**src/rtl/xor_arb_ctrl.sv**
```systemverilog
// xor_arb_ctrl: round-robin front end for two requesters that share one 16-bit adiabatic XOR
// array. It latches the winning operand pair, aligns to the four-phase power clock, waits
// LAT_PER phase periods for evaluation, then holds the result until the consumer takes it.
// Optional feature macro: XOR_ARB_CTRL_IDLE_GATE_EN parks the power clock while idle.
module xor_arb_ctrl #(
    parameter int unsigned LAT_PER = 1
) (
    input  logic        clk,
    input  logic        rst_n,
    input  logic        req0_valid,
    input  logic        req1_valid,
    output logic        req0_ready,
    output logic        req1_ready,
    input  logic [15:0] req0_a,
    input  logic [15:0] req0_b,
    input  logic [15:0] req1_a,
    input  logic [15:0] req1_b,
    output logic        resp_valid,
    input  logic        resp_ready,
    output logic [15:0] resp_data,
    output logic        resp_id,
    output logic [15:0] xa_a,
    output logic [15:0] xa_b,
    input  logic [15:0] xa_c,
    output logic        clkpos1,
    output logic        clkpos2,
    output logic        clkneg1,
    output logic        clkneg2,
    output logic        busy
);

    // Index of the last EVAL cycle; EVAL always spans whole phase periods.
    localparam logic [3:0] EvalLast = 4'(4 * LAT_PER - 1);

    typedef enum logic [1:0] {StIdle, StAlign, StEval, StResp} state_e;

    state_e      state_q, state_d;
    logic [1:0]  ph_q, ph_d;
    logic [3:0]  cnt_q, cnt_d;
    logic        last_q, last_d;
    logic [15:0] xa_a_q, xa_a_d;
    logic [15:0] xa_b_q, xa_b_d;
    logic [15:0] resp_data_q, resp_data_d;
    logic        resp_id_q, resp_id_d;
    logic        grant1;
    logic        accept;
    logic        idle;

    assign idle = (state_q == StIdle);

    // Grant: sole valid requester wins; otherwise the one not served last.
    always_comb begin
        grant1 = ~last_q;
        case ({req1_valid, req0_valid})
            2'b01:   grant1 = 1'b0;
            2'b10:   grant1 = 1'b1;
            default: grant1 = ~last_q;
        endcase
    end

    assign req0_ready = idle & ~grant1;
    assign req1_ready = idle & grant1;
    assign accept     = idle & (grant1 ? req1_valid : req0_valid);

    // Next-state logic for the control FSM, phase counter and datapath registers.
    always_comb begin
        state_d     = state_q;
        ph_d        = ph_q + 2'd1;
        cnt_d       = cnt_q;
        last_d      = last_q;
        xa_a_d      = xa_a_q;
        xa_b_d      = xa_b_q;
        resp_data_d = resp_data_q;
        resp_id_d   = resp_id_q;

        unique case (state_q)
            StIdle: begin
                cnt_d = 4'd0;
                if (accept) begin
                    xa_a_d    = grant1 ? req1_a : req0_a;
                    xa_b_d    = grant1 ? req1_b : req0_b;
                    resp_id_d = grant1;
                    last_d    = grant1;
`ifdef XOR_ARB_CTRL_IDLE_GATE_EN
                    // Phase is parked at 0, so evaluation can start straight away.
                    state_d   = StEval;
`else
                    state_d   = (ph_q == 2'd3) ? StEval : StAlign;
`endif
                end
            end
            StAlign: begin
                cnt_d = 4'd0;
                if (ph_q == 2'd3) begin
                    state_d = StEval;
                end
            end
            StEval: begin
                cnt_d = cnt_q + 4'd1;
                if (cnt_q == EvalLast) begin
                    resp_data_d = xa_c;
                    state_d     = StResp;
                end
            end
            StResp: begin
                if (resp_ready) begin
                    state_d = StIdle;
                end
            end
            default: state_d = StIdle;
        endcase

`ifdef XOR_ARB_CTRL_IDLE_GATE_EN
        // Hold phase 0 through IDLE, including the accept cycle.
        if (state_q == StIdle || state_d == StIdle) begin
            ph_d = 2'd0;
        end
`endif
    end

    // State register with asynchronous reset; reset gives requester 0 priority.
    always_ff @(posedge clk or negedge rst_n) begin
        if (!rst_n) begin
            state_q     <= StIdle;
            ph_q        <= 2'd0;
            cnt_q       <= 4'd0;
            last_q      <= 1'b1;
            xa_a_q      <= 16'd0;
            xa_b_q      <= 16'd0;
            resp_data_q <= 16'd0;
            resp_id_q   <= 1'b0;
        end else begin
            state_q     <= state_d;
            ph_q        <= ph_d;
            cnt_q       <= cnt_d;
            last_q      <= last_d;
            xa_a_q      <= xa_a_d;
            xa_b_q      <= xa_b_d;
            resp_data_q <= resp_data_d;
            resp_id_q   <= resp_id_d;
        end
    end

    // Power-clock phase decode from the phase counter.
    always_comb begin
        clkpos1 = (ph_q == 2'd0) | (ph_q == 2'd1);
        clkpos2 = (ph_q == 2'd1) | (ph_q == 2'd2);
`ifdef XOR_ARB_CTRL_IDLE_GATE_EN
        if (idle) begin
            clkpos1 = 1'b0;
            clkpos2 = 1'b0;
        end
`endif
        clkneg1 = ~clkpos1;
        clkneg2 = ~clkpos2;
    end

    assign resp_valid = (state_q == StResp);
    assign resp_data  = resp_data_q;
    assign resp_id    = resp_id_q;
    assign xa_a       = xa_a_q;
    assign xa_b       = xa_b_q;
    assign busy       = ~idle;

endmodule

```
**config.mk**
```make
export PLATFORM = sky130hd
export DESIGN_NAME = xor_arb_ctrl
export DESIGN_NICKNAME = d
export VERILOG_FILES = /design/src/rtl/xor_arb_ctrl.sv
export SDC_FILE = /design/constraint.sdc
export NUM_CORES = 1
export LEC_CHECK = 0
export ABC_CLOCK_PERIOD_IN_PS = 5700
export CELL_PAD_IN_SITES_DETAIL_PLACEMENT = 0
export CELL_PAD_IN_SITES_GLOBAL_PLACEMENT = 1
export CORE_MARGIN = 1
export CORE_UTILIZATION = 31
export CTS_CLUSTER_SIZE = 12
export DETAILED_ROUTE_END_ITERATION = 6
export PLACE_DENSITY = 0.82
export SKIP_CTS_REPAIR_TIMING = 1
export SLEW_MARGIN = 30
export SYNTH_ARGS = -nofsm -noshare
export SYNTH_HDL_FRONTEND = slang
export SYNTH_SLANG_ARGS = --single-unit
```
**constraint.sdc**
```tcl
create_clock -name clk -period 5.7 [get_ports clk]
set_clock_uncertainty 0.15 [all_clocks]
set_input_delay 0.57 -clock clk [delete_from_list [all_inputs] [get_ports clk]]
set_output_delay 0.57 -clock clk [all_outputs]
set_load 0.005 [all_outputs]
```
==> flow_summary.toml <==
[sta]
setup_viol = 0
period_needed_ns = 3.32
relSlewSlack_pct = 50.5
maxSlewViolCount = 0
tns_ns = 0
rsz0062_at_grt = "no"
worst_pin_slew_ns = 0.742
finalHoldViolCount = 0
fmax_mhz = 302
fin_crit_sh_pct = 58.2

[grt]
grt_pass1_wl_um = 12200
grt_max_degree = 69
grt_antenna_before_repair = 0
grt_util_all_layers_pct = 16.3
grt_pass1_vias = 2573
globalRouteOverflowTotal = 0

[routing]
num_vias = 2595
drt_iter0_drc = 73
routed_wl_um = 7510
dr.pass1.iters = 4
final_antenna_net_count = 0
via_per_inst = 4.85
wl_per_cell_um = 14.0
remaining_drc_errors = 0

[clocking]
clock_path_buffers = 2
clkTransAtPathRegs_ns = 0.07
worstSkewPairLatency_ns = 0.33
cts_sinks = 58
cts_tree = "done"
root_buffer = "clkbuf_8"
cts_max_level = 3
cts_buffers = 9

[setup_path]
cp.required_ns = 4.98
cp.arrival_ns = 2.60
critPathCaptureType = "output port"
reg2regPathDepth = 4
path_max_fanout = 35
critical_path_class = "in2out"
critical_path.startpoint_type = "input pin"

[finish]
layout_common_cells = "clkdlybuf4s50_1 (140), dfrtp_1 (57), nor2_1 (35), a31oi_1 (34), nand3_1 (33)"
areaGrowthSynthToFinish_pct = 62.4
layout-drive-gt1-share_pct = 7.26
final_common_cell = "clkdlybuf4s50_1"
num-nets-final = 518
antenna_cells = 0
stdcell_count = 535
stdcell_area_um2 = 4540
fin_util_pct = 52.1

[placed_design]
gp_congestion = 0.713
hpwl_um = 5120
placed_cell_area_um2 = 4300
port_buffers = 141
dp_cells = 519

[run]
maxCapViolCount = 0

[yosys]
yosysWarnings = 0
syn_inst = 286
synth_cell_types = 28
synth.net_count = 382
ys_async_sr_fraction_pct = 100
synth_edf_count = 0
avgSynthCellArea_um2 = 9.78
synth-seq-cells = 58
ys_seq_area_share_pct = 51.9
mappedNetlistArea_um2 = 2800
ys.flop_type = "dfrtp_1"

[floorplan]
ios = 142
start_util_pct = 32.1
die_width_um = 97.0
rows = 34
die_h_um = 97.0
die-area_um2 = 9400
core_um2 = 8720

[pwr]
p_leak_nw = 1.87
ir_drop_mv = 0.170
power_w = 0.00209
power_density_nw_per_um2 = 461

[run_status]
outcome = "finished clean"

[worst_hold_path]
holdCritPathClass = "in2async"
critical path, cell delays in order:
cell	delay [ns]
clkdlybuf4s50_1	0.48
inv_1	0.05
ha_1	0.31
or2_1	0.22
buf_4	0.25
a21oi_1	0.17
clkdlybuf4s50_1	0.54
synth_stat cells, types with 5 or more instances:
cell | instances | area share, %
a31oi_1 | 34 | 7.6
clkbuf_1 | 19 | 2.6
dfrtp_1 | 57 | 51
ha_1 | 11 | 4.9
inv_1 | 10 | 1.3
mux2_1 | 17 | 6.8
nand2_1 | 6 | 0.81
nand3_1 | 33 | 5.9
nor2_1 | 36 | 4.8
nor2b_1 | 5 | 1.1
o21ai_0 | 25 | 4.5
o21ai_1 | 13 | 2.3
per-stage QoR:
| stage | setup WS (ns) | hold WS, ns |
|---|---|---|
| finish | 2.38 | 0.225 |
| global placement | 2.39 | 0.316 |
| floorplan | 3.33 | 0.124 |
| CTS | 2.39 | 0.255 |
| detailed placement | 2.39 | 0.326 |
| global route | 2.31 | 0.293 |
final cells by class:
| cell class | count | area (um2) |
|---|---|---|
| clock buffer | 12 | 165 |
| clock inverter | 4 | 72.6 |
| fill | 829 | 4180 |
| inverter | 11 | 41.3 |
| multi-input combinational | 195 | 1220 |
| sequential | 58 | 1450 |
| tap | 108 | 135 |
| timing repair buffer | 147 | 1450 |
report_power, final:
part | total (W) | internal, W | switching, W
clock | 0.000442 | 0.000281 | 0.000161
sequential | 0.000707 | 0.000604 | 0.000103
combinational | 0.000945 | 0.000553 | 0.000392
registers in the layout (all words and copies together) (netlist names):
name	flops
ph_q	2
cnt_q	4
xa_b	16
last_q	1
state_q	2
xa_a	16
resp_id	1
resp_data	16
cell families (layout without fill, tap and decap cells):
kind of cell | count (synthesis) | after routing | synth area share (%)
AO/OA/AOI/OAI | 76 | 76 | 16.1
AND/OR/NAND/NOR | 90 | 90 | 15.2
adder cells (fa/ha/maj) | 11 | 11 | 4.92
flip-flops | 58 | 58 | 51.9
buffers and inverters | 33 | 174 | 4.65
multiplexers | 18 | 18 | 7.20
path summary, 6_finish.rpt:
| check | start | endpoint | slack (ns) |
|---|---|---|---|
| worst min register to register | resp_data[2]$_DFFE_PN0P_ | resp_data[2]$_DFFE_PN0P_ | 0.34 |
| worst max register to register | cnt_q[0]$_DFFE_PN0P_ | resp_data[7]$_DFFE_PN0P_ | 3.66 |
| worst max-delay path | req1_valid | req1_ready | 2.38 |
| min in group clk | resp_data[2]$_DFFE_PN0P_ | resp_data[2]$_DFFE_PN0P_ | 0.34 |
| max in group asynchronous | rst_n | xa_b[13]$_DFFE_PN0P_ | 4.66 |
| worst min-delay path | rst_n | ph_q[0]$_DFF_PN0_ | 0.22 |
layer usage:
layer	GRT usage (%)	up-vias	wire length, um
met4	6.20	0	97
met5	0	-	0
met3	4.99	11	641
met1	19.6	1189	3270
li1	-	1286	-
met2	27.2	109	3510
No activity file was read; power rests on OpenSTA's default activity.
